## src/rtl/mem_io_responder.sv

```systemverilog
`default_nettype none
// ============================================================================
//  Module   : mem_io_responder
//  Brief    : Data-memory bus responder with word RAM, LED register, cycle
//             counter and synchronized switches; one-cycle registered reads.
//             Optional macro ADDR_ERR_EN enables the sticky err flag.
//  Revision : 1.0 - initial release
// ============================================================================
module mem_io_responder #(
    parameter int DEPTH_LOG2 = 7,
    parameter int CNT_W      = 16,
    parameter int SW_W       = 9
) (
    input  logic            Clock,
    input  logic            Resetn,
    input  logic [15:0]     addr,
    input  logic [15:0]     dout,
    input  logic            w,
    input  logic [SW_W-1:0] SW,
    output logic [15:0]     DATA,
    output logic [SW_W-1:0] LEDR,
    output logic            err
);

    localparam logic [3:0] c_REG_RAM = 4'h0;
    localparam logic [3:0] c_REG_LED = 4'h1;
    localparam logic [3:0] c_REG_CNT = 4'h2;
    localparam logic [3:0] c_REG_SW  = 4'h3;

    logic [3:0]            w_region;
    logic [DEPTH_LOG2-1:0] w_idx;
    logic [15:0]           mem [2**DEPTH_LOG2];

    logic [15:0]     data_d, data_q;
    logic [SW_W-1:0] led_d, led_q;
    logic [CNT_W-1:0] cnt_d, cnt_q;
    logic [SW_W-1:0] sw_sync1_q, sw_sync2_q;

    assign w_region = addr[15:12];
    assign w_idx    = addr[DEPTH_LOG2-1:0];

    // RAM is not reset; writes are held off while Resetn is low.
    always_ff @(posedge Clock) begin
        if (Resetn && w && (w_region == c_REG_RAM)) begin
            mem[w_idx] <= dout;
        end
    end

    always_comb begin
        data_d = 16'h0000;
        case (w_region)
            c_REG_RAM: data_d = mem[w_idx];
            c_REG_LED: data_d = 16'(led_q);
            c_REG_CNT: data_d = 16'(cnt_q);
            c_REG_SW:  data_d = 16'(sw_sync2_q);
            default:   data_d = 16'h0000;
        endcase
    end

    always_comb begin
        led_d = led_q;
        cnt_d = cnt_q + CNT_W'(1);
        if (w && (w_region == c_REG_LED)) begin
            led_d = dout[SW_W-1:0];
        end
        if (w && (w_region == c_REG_CNT)) begin
            cnt_d = CNT_W'(dout);
        end
    end

    always_ff @(posedge Clock or negedge Resetn) begin
        if (!Resetn) begin
            data_q     <= '0;
            led_q      <= '0;
            cnt_q      <= '0;
            sw_sync1_q <= '0;
            sw_sync2_q <= '0;
        end else begin
            data_q     <= data_d;
            led_q      <= led_d;
            cnt_q      <= cnt_d;
            sw_sync1_q <= SW;
            sw_sync2_q <= sw_sync1_q;
        end
    end

    assign DATA = data_q;
    assign LEDR = led_q;

`ifdef ADDR_ERR_EN
    logic err_d, err_q;
    logic w_bad_addr;

    // Alias writes to RAM still land at the folded index but are flagged.
    assign w_bad_addr = (w_region == c_REG_SW) || (w_region > c_REG_SW) ||
                        ((w_region == c_REG_RAM) && (addr[11:DEPTH_LOG2] != '0));

    always_comb begin
        err_d = err_q | (w & w_bad_addr);
    end

    always_ff @(posedge Clock or negedge Resetn) begin
        if (!Resetn) begin
            err_q <= 1'b0;
        end else begin
            err_q <= err_d;
        end
    end

    assign err = err_q;
`else
    logic w_unused_alias;
    assign w_unused_alias = ^addr[11:DEPTH_LOG2];
    assign err = 1'b0;
`endif

endmodule
`default_nettype wire

```

## config.mk

```make
export PLATFORM = sky130hd
export DESIGN_NAME = mem_io_responder
export DESIGN_NICKNAME = d
export VERILOG_FILES = /design/src/rtl/mem_io_responder.sv
export SDC_FILE = /design/constraint.sdc
export NUM_CORES = 2
export LEC_CHECK = 0
export BUFFER_PORTS_ARGS = -buffer_cell sky130_fd_sc_hd__clkbuf_2
export CORE_ASPECT_RATIO = 0.9
export CORE_MARGIN = 2
export CORE_UTILIZATION = 45
export DETAILED_ROUTE_END_ITERATION = 7
export PLACE_DENSITY = 0.63
export SETUP_SLACK_MARGIN = 0.02
export SYNTH_ARGS = -nofsm -noshare
export SYNTH_HDL_FRONTEND = slang
export SYNTH_SLANG_ARGS = --single-unit
```

## constraint.sdc

```tcl
create_clock -name Clock -period 4.04 [get_ports Clock]
set_input_delay 0.808 -clock Clock [delete_from_list [all_inputs] [get_ports Clock]]
set_output_delay 0.808 -clock Clock [all_outputs]
set_load 0.03 [all_outputs]
```

# Word-level counts from Yosys, hierarchy flattened
# Memory sizes are Yosys's and may differ from the RTL's.
# Cells that the tools add are included.
[totals]
input_bits = 44
out_inout_bits = 26
wordCells = 19
mem_count = 1
register_bits = 59
ram_bits = 2048
[mem_list]
columns = ["memory", "depth", "word_bits", "rd", "rd_ports_with_merged_regs", "wr", "line_no", "source"]
rows = [
  ["mem", 128, 16, 1, 0, 1, "32", "logic [15:0] mem [2**DEPTH_LOG2];"],
]
[op_classes]
n_eq_ne = 3
muxes = 4
n_reduce_logical = 5
addsub = 1
[ops]
columns = ["operator", "count"]
rows = [
  ["case mux 16 bit (4 select lines)", 1],
  ["adder 16 x 1 -> 16 bit, second input constant", 1],
  ["two-way mux 16 bit", 1],
  ["equality test 4 x 2 -> 1 bit, second input constant", 2],
  ["equality test 4 x 1 -> 1 bit, second input constant", 1],
  ["logical AND 1 bit", 4],
  ["zero test 4 bit", 1],
  ["two-way mux 1 bit", 2],
]

# Logic depth before layout (Yosys ltp)
[depth]
word_depth = 4
ltp_mapped = 12
depth_no_buf = 7

# Least setup slack after synthesis
# No wires, ideal clock.
[synth_timing]
path_kind = "input to register"
startpoint = "input addr[2]"
endpoint = "memory mem[105][0] (enable)"
t_arrival_ns = 2.986
n_path_buf = 5
setup_time_ns = 0.388
slack_ns = 0.665
cell_stages = 8
required_time_ns = 3.652
cell_sequence = "buf_2 > buf_6 > nor3b_1 > buf_2 > buf_2 > nand2_1 > clkbuf_1 > nor2_1"
[synth_lines]
columns = ["element", "line_no", "source"]
rows = [
  ["from (decl)", "16", "input logic [15:0] addr,"],
  ["to (decl)", "32", ""],
]
# No word-level cell before the write port.

# Final worst setup path
[layout_timing]
startpoint = "input addr[4]"
endpoint = "register data_q[12] (netlist: DATA[12])"
[layout_via]
elab_chain_len = 2
[layout_lines]
columns = ["element", "line_no", "source"]
rows = [
  ["memory read (128 x 16 bit)", "n/a", ""],
  ["case mux 16 bit (4 select lines)", "51", "case (w_region)"],
  ["named net data_d[12]", "34", "logic [15:0] data_d, data_q;"],
  ["to (signal assigned)", "79", "data_q <= data_d;"],
  ["to (decl)", "34", ""],
]
# The timed path passes the listed nets, and every way through them passes these cells.
# A chain may end at the register's enable or synchronous reset.

==> results.md <==
* Post CTS Setup Buffer Count at 0
* Fmax at 316 MHz
* H-tree depth at 4
* Crit path capture type: register
* Area delta synth->final at 17.4%
* Total number of yosys warnings at 0
* Total CTS buffers at 201
* WL/cell at 36.9 um
* TritonCTS clock tree: built
* Die W at 453 um
* Root buf cell: clkbuf_16
* Row count at 148
* Crit path launch: addr[4]
* Total GRT Usage at 31.2%
* FF/Latch Area at 63000 um^2
* CP max FO at 13
* Synth Area in Compound Gates at 11.9%
* Clock Skews at 0.0645 ns
* Mapped Area at 81800 um^2
* Slew @ Worst Pin at 1.37 ns
* Synth Area per Inst at 16.8 um^2
* Die Span Y at 408 um
* Routability cong. at 1.00
* Final antenna-violating net count at 0
* Pin count of the biggest net entering global routing at 97
* Setup CP Type: in2reg
* Synth top area share at 75.2%
* Relative slew slack at 8.76%
* Hold buffer count at CTS at 0
* Flop and latch count out of synthesis at 2107
* Overall power at 0.0465 W
* R2r endpoint: DATA[6]
* Number of different library cells in the post-synthesis netlist at 81
* Pins Over Slew Limit at 0
* Global-route wire length before repair at 402000 um
* Max-cap viol count at 0
* Die area at 185000 um^2
* Fin util at 53.1%
* Final hold vios at 0
* Syn_nets at 4915
* Drt pass-1 iters at 7
* Vias at 53300
* Final hold slack at 0.0478 ns
* Layout Nets at 5402
* CP startpoint kind: input pin
* Worst Hold Class: in2reg
* Number of synthesized flops with an enable pin at 2048
* Count leader, synth: edfxtp_1
* CP Data Required Time at 4.84 ns
* Adder-cell share of the synthesized area at 0.0153%
* Top FF cell, synth: edfxtp_1
* Gate count after technology mapping at 4870
* Synth area leaders: edfxtp_1, a221oi_1, mux2i_1
* Vias per cell at 6.72
* R2r worst-path depth at 5
* Setup TNS at 0 ns
* Detail Placement HPWL at 186000 um
* Clock Pin Slew Worst Setup and Hold Paths at 0.06 ns
* Leak Pwr at 31.5 nW
* Setup crit end: DATA[12]
* Status: finished clean
* Mux cell area share after synthesis at 4.60%
* Largest area contributor in the netlist: edfxtp_1
* Reg2Reg Setup Slack at 1.16 ns
* Post-synth ARST share at 2.80%
* Initial DRC Count at 10000
* PwrDens at 484 nW/um^2
* Fillers at 14500
* Final worst-path cycle share at 78.4%
* Post-CTS sizing at 0
* Io pins at 70
* DRT Wirelength at 293000 um
* CP arrival at 3.96 ns
* Final Setup Violations at 0
* I/O Buffers at 63
* Drt drc at 0
* RSZ-0062 raised after global routing: no
* Post-synthesis simple-gate area fraction at 4.06%
* Clock buffer depth at 3
* Reg-to-Reg Start: cnt_q[6]
* Core footprint at 181000 um^2
* XOR/XNOR Fraction of Synth Area at 0.150%
* Post-route minimum period at 3.17 ns
* Clock latency on the worst-skew pair at 0.86 ns
* Top post-synthesis cells by count: edfxtp_1, nand2_1, a221oi_1
* Grt ovf at 0
* Max rail drop VDD at 438 uV
* Share of layout cells above drive strength 1 at 20.5%
* Via count of the first global-routing pass at 49000
* Clock sinks at 2107
* Main combinational cell family by area after synthesis: compound AO/OA/AOI/OAI gates
* Multi-input gate area at 17100 um^2
* Post-synthesis sequential area ratio at 77.0%
* Initial core utilization at 45.2%
* Antenna violations before repair at 37
-- area by class of cell --
type                            count  share of cell area [%]
Sequential cell                  2107                    65.6
Timing Repair Buffer              651                    6.54
Multi-Input combinational cell   2387                    17.8
Antenna cell                       16                  0.0417
Inverter                            9                  0.0482
Clock buffer                      252                    5.59
Tap cell                         2400                    3.13
Clock inverter                    116                    1.26
-- worst max-delay path: stages --
cell      delay [ns]
buf_2           0.22
nor2_2          0.67
nand2_1         0.65
buf_4           0.37
o221ai_1        0.23
a21oi_1         0.06
a21oi_1         0.41
a22oi_1         0.13
a32oi_1         0.22
buf_4           0.18
-- kinds of logic (layout without fill, tap and decap cells) --
group                      Yosys count  count (layout)
and+or+nand+nor                    753             753
muxes                              309             309
other                                1              17
xor gates and xnor gates            14              14
AOI/OAI and AO/OA                 1309            1309
adders and majority gates            1               1
DFF                               2107            2107
buffers and inverters              376            1028
-- registers in the layout, indices dropped and copies added, names as in the netlist --
signal	count
mem	2048
DATA	16
cnt_q	16
LEDR	9
sw_sync1_q	9
sw_sync2_q	9
-- per-stage QoR --
stage               setup slack (ns)  std cells  area (um^2)
floorplan                      0.665       4870        81800
global placement               0.139       7554        89400
detailed placement             0.163       7554        89400
CTS                             1.05       7922        96000
global route                   0.924       7924        96000
finish                         0.872       7938        96000
-- worst min-delay path by stage --
stage          cells past startpoint       endpoint  slack (ns)     startpoint
4_1_cts                            1  sw_sync1_q[1]       0.004          SW[1]
6_report                           1  sw_sync1_q[1]        0.05          SW[1]
2_1_floorplan                      0  sw_sync2_q[0]        0.33  sw_sync1_q[0]
3_5_place_dp                       0  sw_sync2_q[7]        0.33  sw_sync1_q[7]
3_3_place_gp                       0  sw_sync2_q[6]        0.33  sw_sync1_q[6]
5_1_grt                            1  sw_sync1_q[8]        0.02          SW[8]
-- report_power, final --
group / switching [W] / internal [W]
Clock: 0.00831 / 0.0106
Sequential: 0.000135 / 0.0241
Combinational: 0.00238 / 0.00100
-- placed cells by master (no fill, tap or decap), drive strengths merged, types with 12 or more instances in the layout --
master,instances
a211oi,14
mux2i,181
o2bb2ai,28
edfxtp,2048
nor2b,27
and2,21
a21oi,199
clkbuf,293
nor3,37
a222oi,78
a22oi,195
o32ai,14
a31oi,25
a22o,40
nor2,243
mux4,45
o221ai,26
nand2,315
a311oi,12
mux2,83
nand3,33
nor4,14
o22a,17
bufinv,18
a221o,38
clkinv,94
dfrtp,59
o211ai,14
diode,16
buf,610
a221oi,259
o21ai,171
o22ai,71
-- layer usage --
metal  part of all wire (%)  track usage (%)  vias to the layer above  routed length, um
met5                  0.070            0.469                        -                204
met4                    5.7             14.7                       28              16600
met3                     15             10.5                      751              44600
met2                     42             43.6                     4386             123000
met1                     37             43.9                    27200             108000
li1                       -                -                    21000                  -
Power figures use the tool's default switching activity.
